**src/rtl/ysyx_22050854_ifu_fetch.sv**
```systemverilog
// ysyx_22050854_ifu_fetch: PC owner issuing one imem request at a time into an IF/ID register backed by a one-entry skid buffer
module ysyx_22050854_ifu_fetch #(
    parameter logic [63:0] RESET_PC  = 64'h0000_0000_8000_0000,
    parameter logic [31:0] NOP_INSTR = 32'h0000_0013
) (
    input  logic        clk,
    input  logic        rst_n,
    output logic        imem_req_valid,
    input  logic        imem_req_ready,
    output logic [63:0] imem_req_addr,
    input  logic        imem_resp_valid,
    input  logic [31:0] imem_resp_data,
    input  logic        redirect_valid,
    input  logic [63:0] redirect_pc,
    input  logic        id_ready,
    output logic        if_valid,
    output logic [63:0] if_pc,
    output logic [31:0] if_instr
);
    typedef enum logic [1:0] {S_REQ, S_WAIT, S_HOLD} state_t;
    state_t      r_state, w_state_nxt;
    logic [63:0] r_pc, r_req_pc, r_skid_pc, r_if_pc;
    logic [31:0] r_skid_instr, r_if_instr;
    logic        r_kill, w_kill_nxt, r_if_valid;
    logic        w_fire, w_resp, w_load, w_skid, w_unskid;
    assign imem_req_valid = r_state == S_REQ;
    assign imem_req_addr  = r_pc;
    assign if_valid       = r_if_valid;
    assign if_pc          = r_if_pc;
    assign if_instr       = r_if_instr;
    assign w_fire   = r_state == S_REQ && imem_req_ready;
    assign w_resp   = r_state == S_WAIT && imem_resp_valid;
    assign w_load   = w_resp && !r_kill && !redirect_valid && (!r_if_valid || id_ready);
    assign w_skid   = w_resp && !r_kill && !redirect_valid && r_if_valid && !id_ready;
    assign w_unskid = r_state == S_HOLD && id_ready && !redirect_valid;
    always_comb begin
        w_state_nxt = r_state;
        w_kill_nxt  = r_kill;
        case (r_state)
            S_REQ:   w_state_nxt = w_fire ? S_WAIT : S_REQ;
            S_WAIT:  w_state_nxt = imem_resp_valid ? (w_skid ? S_HOLD : S_REQ) : S_WAIT;
            default: w_state_nxt = (redirect_valid || id_ready) ? S_REQ : S_HOLD;
        endcase
        // a redirect kills whatever request is or becomes outstanding without its response yet
        w_kill_nxt = redirect_valid ? (w_fire || (r_state == S_WAIT && !imem_resp_valid))
                                    : (r_kill && !w_resp);
    end
    always_ff @(posedge clk) begin
        if (!rst_n) begin
            r_state      <= S_REQ;
            r_kill       <= 1'b0;
            r_pc         <= RESET_PC;
            r_req_pc     <= '0;
            r_skid_pc    <= '0;
            r_skid_instr <= '0;
            r_if_valid   <= 1'b0;
            r_if_pc      <= '0;
            r_if_instr   <= NOP_INSTR;
        end else begin
            r_state <= w_state_nxt;
            r_kill  <= w_kill_nxt;
            if (redirect_valid) r_pc <= redirect_pc & ~64'h3;
            else if (w_fire) r_pc <= r_pc + 64'd4;
            if (w_fire) r_req_pc <= r_pc;
            if (w_skid) begin
                r_skid_pc    <= r_req_pc;
                r_skid_instr <= imem_resp_data;
            end
            if (redirect_valid) begin
                r_if_valid <= 1'b0;
                r_if_instr <= NOP_INSTR;
            end else if (w_load) begin
                r_if_valid <= 1'b1;
                r_if_pc    <= r_req_pc;
                r_if_instr <= imem_resp_data;
            end else if (w_unskid) begin
                r_if_valid <= 1'b1;
                r_if_pc    <= r_skid_pc;
                r_if_instr <= r_skid_instr;
            end else if (id_ready) begin
                r_if_valid <= 1'b0;
            end
        end
    end
endmodule

```
**config.mk**
```make
export PLATFORM = sky130hd
export DESIGN_NAME = ysyx_22050854_ifu_fetch
export DESIGN_NICKNAME = d
export VERILOG_FILES = /design/src/rtl/ysyx_22050854_ifu_fetch.sv
export SDC_FILE = /design/constraint.sdc
export NUM_CORES = 1
export LEC_CHECK = 0
export BUFFER_PORTS_ARGS = -buffer_cell sky130_fd_sc_hd__buf_4
export CAP_MARGIN = 20
export CORE_MARGIN = 4
export CORE_UTILIZATION = 35
export CTS_BUF_LIST = sky130_fd_sc_hd__clkbuf_8 sky130_fd_sc_hd__clkbuf_16
export DETAILED_ROUTE_END_ITERATION = 6
export SETUP_SLACK_MARGIN = 0.4
export SYNTH_ARGS = -nofsm -noshare
export SYNTH_HDL_FRONTEND = slang
export SYNTH_SLANG_ARGS = --single-unit
```
**constraint.sdc**
```tcl
create_clock -name clk -period 2.05 [get_ports clk]
set_input_delay 0.205 -clock clk [delete_from_list [all_inputs] [get_ports clk]]
set_output_delay 0.205 -clock clk [all_outputs]
set_load 0.05 [all_outputs]
```
==> flow_metrics.env, run 1 <==
export IMPL_clockRootBuffer="sky130_fd_sc_hd__clkbuf_16"
export IMPL_placement_cell_area_sq_mm=0.01700
export IMPL_wl_mm=62.04
export IMPL_cp_start_kind="flip-flop"
export IMPL_outcome="complete, no violations"
export IMPL_slowest_stage_cell_cp="sky130_fd_sc_hd__dfxtp_2"
export IMPL_endpoint_kind="flip-flop"
export IMPL_detail_route_iter0_violations=1090
export IMPL_grt_pass1_wl_mm=86.00
export IMPL_synth_edf_count=0
export IMPL_yosys_top_cells_area="sky130_fd_sc_hd__dfxtp_1 46%, sky130_fd_sc_hd__nand2_1 11%, sky130_fd_sc_hd__a21boi_0 7.1%"
export IMPL_detailedRoute_firstPassIterationCount=5
export IMPL_powerDensity_mw_per_mm2=659.4
export IMPL_avgViaCountPerCell=5.476
export IMPL_yosys_area_share_xor_xnor_pct=1.579
export IMPL_cts_tree="built"
export IMPL_clk_pin_slew_worst_paths_ps=60
export IMPL_simple_gate_share_of_the_synthesized_area_pct=20.93
export IMPL_achievable_frequency_ghz=0.4951
export IMPL_setup_viol=0
export IMPL_skew_ps=22.19
export IMPL_crit_path_cells="buf_6 > buf_6 > nand4bb_4 > nor4_4 > buf_6 > buf_6 > nand4_1 > nor3_2 > a211oi_1"
export IMPL_share_of_final_layout_standard_cells_stronger_than_drive_strength_1_pct=46.39
export IMPL_synth_compound_gate_area_share_pct=20.30
export IMPL_floorplan_die_width_microns=207.0
export IMPL_post_route_drc_count=0
export IMPL_main_combinational_cell_family_by_area_after_synthesis="simple AND/OR/NAND/NOR gates"
export IMPL_worst_setup_path_type="reg -> reg"
export IMPL_fin_crit_ps=2020
export IMPL_placement_rows=72
export IMPL_num_nets_final=2236
export IMPL_synth_seq_area_share_pct=45.62
export IMPL_total_negative_slack_ps=0
export IMPL_synthesis_area_per_instance_sq_um=8.580
export IMPL_core_area_sq_mm=0.03892
export IMPL_unrepaired_setup_endpoints_after_global_routing="true"
export IMPL_hpwl_mm=29.38
export IMPL_yosys_cell_count_top_type="sky130_fd_sc_hd__nand2_1"
export IMPL_final_area_sq_mm=0.02462
export IMPL_port_buffer_count=257
export IMPL_timing_max_slew_rel_slack_pct=47.24
export IMPL_worstSkewPairLatency_ps=550
export IMPL_final_core_utilization_pct=63.27
export IMPL_synth_adder_area_share_pct=0.09024
export IMPL_hp_class="in -> reg"
export IMPL_drtAntennaViolNets=0
export IMPL_wire_per_inst_microns=23.15
export IMPL_first_global_vias=13990
export IMPL_dieArea_sq_mm=0.04287
export IMPL_whs_ps=3.090
export IMPL_top_level_ports=264
export IMPL_numClockSinks=316
export IMPL_die_height_microns=207.0
export IMPL_path_common_cell="sky130_fd_sc_hd__buf_6"
export IMPL_critical_path_peak_fanout=7
export IMPL_synth_commonest_cells="414 x sky130_fd_sc_hd__nand2_1, 316 x sky130_fd_sc_hd__dfxtp_1, 132 x sky130_fd_sc_hd__a21boi_0"
export IMPL_postSynth_topFlopCell="sky130_fd_sc_hd__dfxtp_1"
export IMPL_max_vdd_ir_drop_mv=0.3779
export IMPL_worstPathRequired_ps=2460
export IMPL_antennaDiodeCount=0
export IMPL_gpl_final_weighted_congestion=0.8241
export IMPL_power_leakage_nw=10.92
export IMPL_total_clock_buffers_created_by_cts=38
export IMPL_synthesized_area_sq_mm=0.01387
export IMPL_worstMarginPinSlew_ps=789.8
export IMPL_timing_critical_path_max_delay_family="simple AND/OR/NAND/NOR gates"
export IMPL_cts_buffer_depth=3
export IMPL_grt_use_total_pct=25.14
export IMPL_floorplan_initialDensity_pct=35.63
export IMPL_grt_start_max_net_pins=105
export IMPL_ys_seq_elements=316
export IMPL_initial_antenna_violation_count=1
export IMPL_asyncSetResetFlopFracSynth_pct=0
export IMPL_finalCritPeriodShare_pct=98.54
export IMPL_worstPathArrival_ps=2430
export IMPL_library_cell_with_the_largest_summed_area_after_synthesis="sky130_fd_sc_hd__dfxtp_1"
export IMPL_yosysWarningCount=0
export IMPL_final_hold_violation_count=0
export IMPL_timing_max_cap_violations=0
export IMPL_route_vias_total=14680
export IMPL_gr_overflow_total=0
export IMPL_synthToLayoutAreaGrowth_pct=77.59
export IMPL_count_of_final_max_slew_check_failures=0
export IMPL_syn_instance_count=1616
export IMPL_r2r_setup_slack_ps=30
export IMPL_yosys_mux_area_fraction_pct=7.174
export IMPL_synthDominantCellAreaShare_pct=45.62
export IMPL_worstPathBufferInverterCount=4
export IMPL_layout_filler_cells=2944
export IMPL_critical_path_max_stage_delay_ps=330
export IMPL_cts_htree_levels=2
export IMPL_post_synth_num_cell_types=60
power by group:
part	internal, mW	switching, mW
registers	6.33	0.255
logic	1.11	1.47
clock network	4.26	2.81
worst paths after layout:
kind / to / cells past startpoint / startpoint
setup / recovery: imem_req_addr[43] / 9 / r_state[0]
hold / removal: imem_req_addr[39] / 3 / redirect_pc[39]
setup reg to reg: imem_req_addr[43] / 9 / r_state[0]
hold reg to reg: r_skid_pc[32] / 2 / r_skid_pc[32]
flip-flops by register name, indices dropped and copies added (netlist names), 2 cells and up:
register	cells
r_state	2
if_instr	32
r_skid_pc	62
if_pc	62
r_skid_instr	32
r_req_pc	62
imem_req_addr	62
cell families after synthesis:
group,after synthesis
AO/OA/AOI/OAI,373
AND/OR/NAND/NOR,653
adder cells (fa/ha/maj),1
multiplexers,99
XOR/XNOR,25
buffers and inverters,148
other,1
flip-flops,316
stage by stage:
step | instances | total power, mW | setup slack, ps
after floorplan | 1619 | 7.733 | -15.60
after global placement | 2339 | 8.433 | 25.46
after detailed placement | 2339 | 8.452 | 51.88
after CTS | 2626 | 15.91 | 93.10
after global routing | 2680 | 16.71 | -75.35
final | 2680 | 16.24 | 30.00
layer usage:
layer / part of all wire, % / global-route usage [%] / up-vias
li1: - / - / 6733
met1: 41 / 32.69 / 7179
met2: 48 / 41.75 / 588
met3: 6.4 / 4.614 / 173
met4: 4.6 / 9.508 / 2
met5: 0.021 / 0 / -
placed cells by master, fill, tap and decap left out, drive strengths merged, types with 6 or more instances in the layout:
master,count
mux2i,96
a21oi,20
nand2,414
a31oi,9
nor2,72
nor4,22
dfxtp,316
a211oi,38
or4,7
nand2b,6
dlygate4sd3,81
nor3,17
a21boi,156
nor3b,10
inv,24
nand3,26
nand4,41
o211a,70
xor2,10
and2,7
o21ai,52
xnor2,15
nor2b,7
clkbuf,58
buf,518
area by class of cell:
cell class,count,area [sq um],share of cell area [%]
Clock buffer,49,1125,4.568
Clock inverter,20,188.9,0.7673
Inverter,13,48.80,0.1982
Multi-Input combinational cell,1155,9029,36.67
Sequential cell,316,6480,26.32
Tap cell,518,648.1,2.632
Timing Repair Buffer,609,7104,28.85
worst reg2reg max path, stage by stage, from the launching register on:
cell	delay (ps)
sky130_fd_sc_hd__dfxtp_2	330
sky130_fd_sc_hd__buf_6	130
sky130_fd_sc_hd__buf_6	110
sky130_fd_sc_hd__nand4bb_4	250
sky130_fd_sc_hd__nor4_4	190
sky130_fd_sc_hd__buf_6	200
sky130_fd_sc_hd__buf_6	140
sky130_fd_sc_hd__nand4_1	240
sky130_fd_sc_hd__nor3_2	250
sky130_fd_sc_hd__a211oi_1	60
timing repair:
item / CTS / global route
hold buffers: 81 / 0
resized for setup: 311 / 454
endpoints found under the setup margin: 277 / 311
cloned: 56 / 10
setup buffers: 81 / 44
pin swaps: 62 / 271
hold endpoints to repair: 116 / 0
No activity file was read; power rests on OpenSTA's default activity.
==> inputs of run 2 (changes only) <==
--- a/config.mk
+++ b/config.mk
@@ -7,6 +7,7 @@
 export LEC_CHECK = 0
 export BUFFER_PORTS_ARGS = -buffer_cell sky130_fd_sc_hd__buf_4
 export CAP_MARGIN = 20
+export CORE_ASPECT_RATIO = 1.25
 export CORE_MARGIN = 4
 export CORE_UTILIZATION = 35
 export CTS_BUF_LIST = sky130_fd_sc_hd__clkbuf_8 sky130_fd_sc_hd__clkbuf_16
==> run 2 against run 1 <==
  * First-iteration DRC count decreased by 33%
  * Die area about the same
  * Non-clock buffer count decreased by 77
==> flow_metrics.env, run 2 (same netlist as run 1, synthesis figures left out) <==
export IMPL_max_vdd_ir_drop_mv=0.5522
export IMPL_worstSkewPairLatency_ps=530
export IMPL_antennaDiodeCount=0
export IMPL_core_area_sq_mm=0.03912
export IMPL_clk_pin_slew_worst_paths_ps=60
export IMPL_worstMarginPinSlew_ps=609.5
export IMPL_detail_route_iter0_violations=732
export IMPL_grt_met3_usage_pct=2.884
export IMPL_route_vias_total=13540
export IMPL_worstPathArrival_ps=2450
export IMPL_layout_common_cells="352 x sky130_fd_sc_hd__buf_4, 331 x sky130_fd_sc_hd__nand2_1, 258 x sky130_fd_sc_hd__dfxtp_1"
export IMPL_finalPower_mw=15.08
export IMPL_finalCritPeriodShare_pct=99.66
export IMPL_first_global_vias=12720
export IMPL_gr_overflow_total=0
export IMPL_gpl_final_weighted_congestion=0.8314
export IMPL_grt_pass1_wl_mm=72.88
export IMPL_gr_usage_met1_pct=27.99
export IMPL_dieArea_sq_mm=0.04288
export IMPL_placement_cell_area_sq_mm=0.01707
export IMPL_power_leakage_nw=9.762
export IMPL_hp_class="in -> reg"
export IMPL_final_core_utilization_pct=56.11
export IMPL_timing_max_cap_violations=0
export IMPL_total_clock_buffers_created_by_cts=35
export IMPL_count_of_final_max_slew_check_failures=0
export IMPL_outcome="complete, no violations"
export IMPL_cp_start_kind="flip-flop"
export IMPL_num_nets_final=2156
export IMPL_endpoint_kind="flip-flop"
export IMPL_layout_filler_cells=3394
export IMPL_synthToLayoutAreaGrowth_pct=58.30
export IMPL_worstHoldPathCells=3
export IMPL_most_common_cell_after_layout_fill_and_taps_aside="sky130_fd_sc_hd__buf_4"
export IMPL_port_buffer_count=257
export IMPL_wire_per_inst_microns=19.38
export IMPL_cts_tree="built"
export IMPL_length_in_cells_of_the_worst_reg_to_reg_path=4
export IMPL_detailedRoute_firstPassIterationCount=5
export IMPL_top_level_ports=264
export IMPL_wl_mm=49.88
export IMPL_setup_viol=0
export IMPL_grt_use_total_pct=21.23
export IMPL_drtAntennaViolNets=0
export IMPL_fin_crit_ps=2043
export IMPL_avgViaCountPerCell=5.259
export IMPL_grt_start_max_net_pins=93
export IMPL_worst_setup_path_type="reg -> reg"
export IMPL_hpwl_mm=29.54
export IMPL_timing_max_slew_rel_slack_pct=59.29
export IMPL_achievable_frequency_ghz=0.4895
export IMPL_powerDensity_mw_per_mm2=686.8
export IMPL_share_of_final_layout_standard_cells_stronger_than_drive_strength_1_pct=37.52
export IMPL_placement_rows=81
export IMPL_met2_usage_pct=36.04
export IMPL_skew_ps=20.76
export IMPL_initial_antenna_violation_count=0
export IMPL_critical_path_peak_fanout=5
export IMPL_cts_htree_levels=2
export IMPL_worstPathRequired_ps=2460
export IMPL_die_height_microns=230.5
export IMPL_clockRootBuffer="sky130_fd_sc_hd__clkbuf_16"
export IMPL_post_route_drc_count=0
export IMPL_floorplan_die_width_microns=186.0
export IMPL_floorplan_initialDensity_pct=35.44
export IMPL_cts_buffer_depth=3
export IMPL_unrepaired_setup_endpoints_after_global_routing="true"
export IMPL_busiest_layer="met2"
export IMPL_final_hold_violation_count=0
export IMPL_numClockSinks=316
export IMPL_final_area_sq_mm=0.02195
## run 2: worst max-delay path: stages, from the launching register on
cell and delay, ps:
sky130_fd_sc_hd__dfxtp_4 380, sky130_fd_sc_hd__nand4_1 300, sky130_fd_sc_hd__or4_1 540, sky130_fd_sc_hd__o41a_1 420, sky130_fd_sc_hd__o311a_1 290
## run 2: final timing paths
path | from | end | slack [ps]
min reg2reg | r_skid_pc[23] | r_skid_pc[23] | 450
max | imem_req_addr[52] | imem_req_addr[60] | 7
max reg2reg | imem_req_addr[52] | imem_req_addr[60] | 7
min | redirect_pc[36] | imem_req_addr[36] | 20
## run 2: what timing repair did
action                                 in CTS  in global routing
setup endpoints to repair                 253                301
endpoints found under the hold margin     109                  0
cloned                                     22                  6
buffers inserted                           41                 40
hold buffers                               76                  0
pin swaps                                  38                183
resized for setup                         124                331
## run 2: where the power goes
group	switching, mW	leakage, nW	internal, mW
sequential	0.222	2.60	6.33
clock	2.56	0.599	3.85
combinational	1.26	6.57	0.847
total	4.04	9.76	11.0
## run 2: final cells by class
| class | count | area, sq um | area share [%] |
|---|---|---|---|
| Timing Repair Buffer | 532 | 5375 | 24.49 |
| Inverter | 13 | 48.80 | 0.2223 |
| Multi-Input combinational cell | 1155 | 8252 | 37.59 |
| Tap cell | 498 | 623.1 | 2.839 |
| Clock buffer | 42 | 1006 | 4.583 |
| Clock inverter | 18 | 161.4 | 0.7353 |
| Sequential cell | 316 | 6484 | 29.54 |
## run 2: metal layers
metal | wire length (microns) | part of all wire (%) | vias up
li1 | - | - | 6543
met5 | 0 | 0 | -
met1 | 21550 | 43 | 6521
met4 | 1552 | 3.1 | 0
met2 | 24510 | 49 | 385
met3 | 2268 | 4.5 | 88
## run 2: through the flow
stage | instances | TNS, ps | hold slack (ps) | worst slack [ps]
after floorplan | 1619 | -35.59 | 339.8 | -15.60
final | 2574 | 0 | 18.57 | 7.026
after CTS | 2528 | 0 | 2.438 | 9.860
after detailed placement | 2329 | -292.8 | 433.4 | -100.4
after global routing | 2574 | -392.1 | 28.30 | -80.71
after global placement | 2329 | -70.70 | 431.3 | -43.84
==> inputs of run 3 (changes only) <==
==> constraint.sdc (replaced) <==
create_clock -name clk -period 2.1 [get_ports clk]
set_input_delay 0.21 -clock clk [delete_from_list [all_inputs] [get_ports clk]]
set_output_delay 0.21 -clock clk [all_outputs]
set_load 0.05 [all_outputs]
==> run 3 against run 2 <==
  * Largest cell class unchanged
  * Critical path depth increased by 2
  * Cell area up 2.5%
  * Register-to-register slack better by 40 ps
  * Critical endpoint unchanged
  * Combinational power hardly changed
  * Power decreased by 3.4%
  * Sequential power decreased by 2%
==> flow_metrics.env, run 3 (same netlist as run 1, synthesis figures left out) <==
export IMPL_power_leakage_nw=9.750
export IMPL_layout_filler_cells=3332
export IMPL_critical_path_peak_fanout=8
export IMPL_cts_buffer_depth=3
export IMPL_initial_antenna_violation_count=0
export IMPL_skew_ps=22.39
export IMPL_die_height_microns=230.5
export IMPL_final_hold_violation_count=0
export IMPL_placement_rows=81
export IMPL_grt_use_total_pct=22.01
export IMPL_worstPathRequired_ps=2520
export IMPL_timing_hold_worst_endpoint="imem_req_addr[18]"
export IMPL_synthToLayoutAreaGrowth_pct=62.34
export IMPL_outcome="complete, no violations"
export IMPL_top_level_ports=264
export IMPL_layout_setup_ws_ps=47.01
export IMPL_worstPathArrival_ps=2470
export IMPL_r2r_setup_slack_ps=50
export IMPL_numClockSinks=316
export IMPL_layoutNonFillerInstCount=2564
export IMPL_grt_pass1_wl_mm=74.73
export IMPL_count_of_final_max_slew_check_failures=0
export IMPL_grt_start_max_net_pins=113
export IMPL_avgViaCountPerCell=5.401
export IMPL_gpl_final_weighted_congestion=0.8442
export IMPL_timing_max_cap_violations=0
export IMPL_core_area_sq_mm=0.03912
export IMPL_wl_mm=54.19
export IMPL_floorplan_initialDensity_pct=35.44
export IMPL_timing_max_slew_rel_slack_pct=48.76
export IMPL_share_of_final_layout_standard_cells_stronger_than_drive_strength_1_pct=41.19
export IMPL_cp_start_kind="flip-flop"
export IMPL_antennaDiodeCount=0
export IMPL_route_vias_total=13850
export IMPL_drtAntennaViolNets=0
export IMPL_worstMarginPinSlew_ps=768.7
export IMPL_total_clock_buffers_created_by_cts=34
export IMPL_layout_common_cells="326 x sky130_fd_sc_hd__buf_4, 299 x sky130_fd_sc_hd__nand2_1, 257 x sky130_fd_sc_hd__dfxtp_1"
export IMPL_worstReg2RegEnd="imem_req_addr[60]"
export IMPL_crit_path_cells="or3b_4 > nor4_4 > nand4_2 > buf_8 > o41a_1 > o311a_1"
export IMPL_total_negative_slack_ps=0
export IMPL_whs_ps=4.030
export IMPL_setup_viol=0
export IMPL_r2r_start="r_state[0]"
export IMPL_max_vdd_ir_drop_mv=0.4719
export IMPL_wire_per_inst_microns=21.14
export IMPL_post_route_drc_count=0
export IMPL_preCtsSetupSlack_ps=-77.25
export IMPL_worstHoldPathCells=3
export IMPL_dieArea_sq_mm=0.04288
export IMPL_detailedRoute_firstPassIterationCount=5
export IMPL_clk_pin_slew_worst_paths_ps=60
export IMPL_place_inst=2310
export IMPL_timing_hold_worst_start="redirect_pc[18]"
export IMPL_port_buffer_count=257
export IMPL_unrepaired_setup_endpoints_after_global_routing="true"
export IMPL_worstSkewPairLatency_ps=530
export IMPL_first_global_vias=12750
export IMPL_num_nets_final=2144
export IMPL_fin_crit_ps=2053
export IMPL_cts_tree="built"
export IMPL_floorplan_die_width_microns=186.0
export IMPL_critical_path_max_stage_delay_ps=430
export IMPL_clockRootBuffer="sky130_fd_sc_hd__clkbuf_16"
export IMPL_endpoint_kind="flip-flop"
export IMPL_finalCritPeriodShare_pct=97.76
export IMPL_hpwl_mm=28.89
export IMPL_length_in_cells_of_the_worst_reg_to_reg_path=6
export IMPL_most_common_cell_after_layout_fill_and_taps_aside="sky130_fd_sc_hd__buf_4"
export IMPL_worst_setup_path_type="reg -> reg"
export IMPL_gr_overflow_total=0
export IMPL_cts_htree_levels=2
export IMPL_powerDensity_mw_per_mm2=647.3
export IMPL_slowest_stage_cell_cp="sky130_fd_sc_hd__or3b_4"
export IMPL_detail_route_iter0_violations=822
export IMPL_achievable_frequency_ghz=0.4871
export IMPL_hp_class="in -> reg"
[run 3: power by group]
| part | internal [mW] | switching [mW] |
|---|---|---|
| sequential | 6.18 | 0.237 |
| combinational | 0.859 | 1.28 |
| clock | 3.45 | 2.57 |
[run 3: cell type report]
type	count	area [sq um]	share of cell area, %
clock buffers	43	1020	4.530
multi-input cells	1157	8650	38.43
inverters	13	48.80	0.2168
repair buffers	519	5597	24.86
clock inverters	18	96.34	0.4280
well taps	498	623.1	2.768
flip-flops and latches	316	6475	28.77
[run 3: worst max-delay path by stage]
stage / from / endpoint / slack, ps / depth (start not counted)
after detailed placement: imem_req_addr[3] / imem_req_addr[60] / -80 / 7
after global routing: r_state[0] / imem_req_addr[50] / -10 / 7
after CTS: r_state[0] / imem_req_addr[60] / 9 / 6
after floorplan: imem_req_addr[3] / imem_req_addr[42] / 30 / 7
final: r_state[0] / imem_req_addr[60] / 50 / 6
after global placement: imem_req_addr[3] / imem_req_addr[52] / -40 / 7
[run 3: repair_timing]
action	in CTS	in global routing
endpoints found under the hold margin	100	0
endpoints found under the setup margin	258	280
gates cloned	28	23
pin swaps	39	168
resized for setup	137	391
hold buffers	73	0
buffers inserted	43	26
[run 3: through the flow]
step / instance area, sq um / power, mW / util (%)
6_report: 22510 / 14.57 / 57.54
2_1_floorplan: 14220 / 7.548 / -
5_1_grt: 22510 / 15.05 / 57.54
4_1_cts: 20220 / 14.43 / 51.69
3_5_place_dp: 16930 / 8.226 / 43.26
3_3_place_gp: 16930 / 8.205 / 43.26
[run 3: worst max-delay path, delay by kind of cell (launching register included)]
family / cells / cell delay (ps)
compound gates: 2 / 600
flops: 1 / 320
buf+inv: 1 / 190
simple gates: 3 / 850
[run 3: routing by layer]
metal  up-vias  share of wire, %  GRT usage (%)
met1      6800                42          29.02
met2       432                50          36.26
met5         -                 0              0
met3        86               5.0          3.940
li1       6531                 -              -
met4         0               3.0          7.494
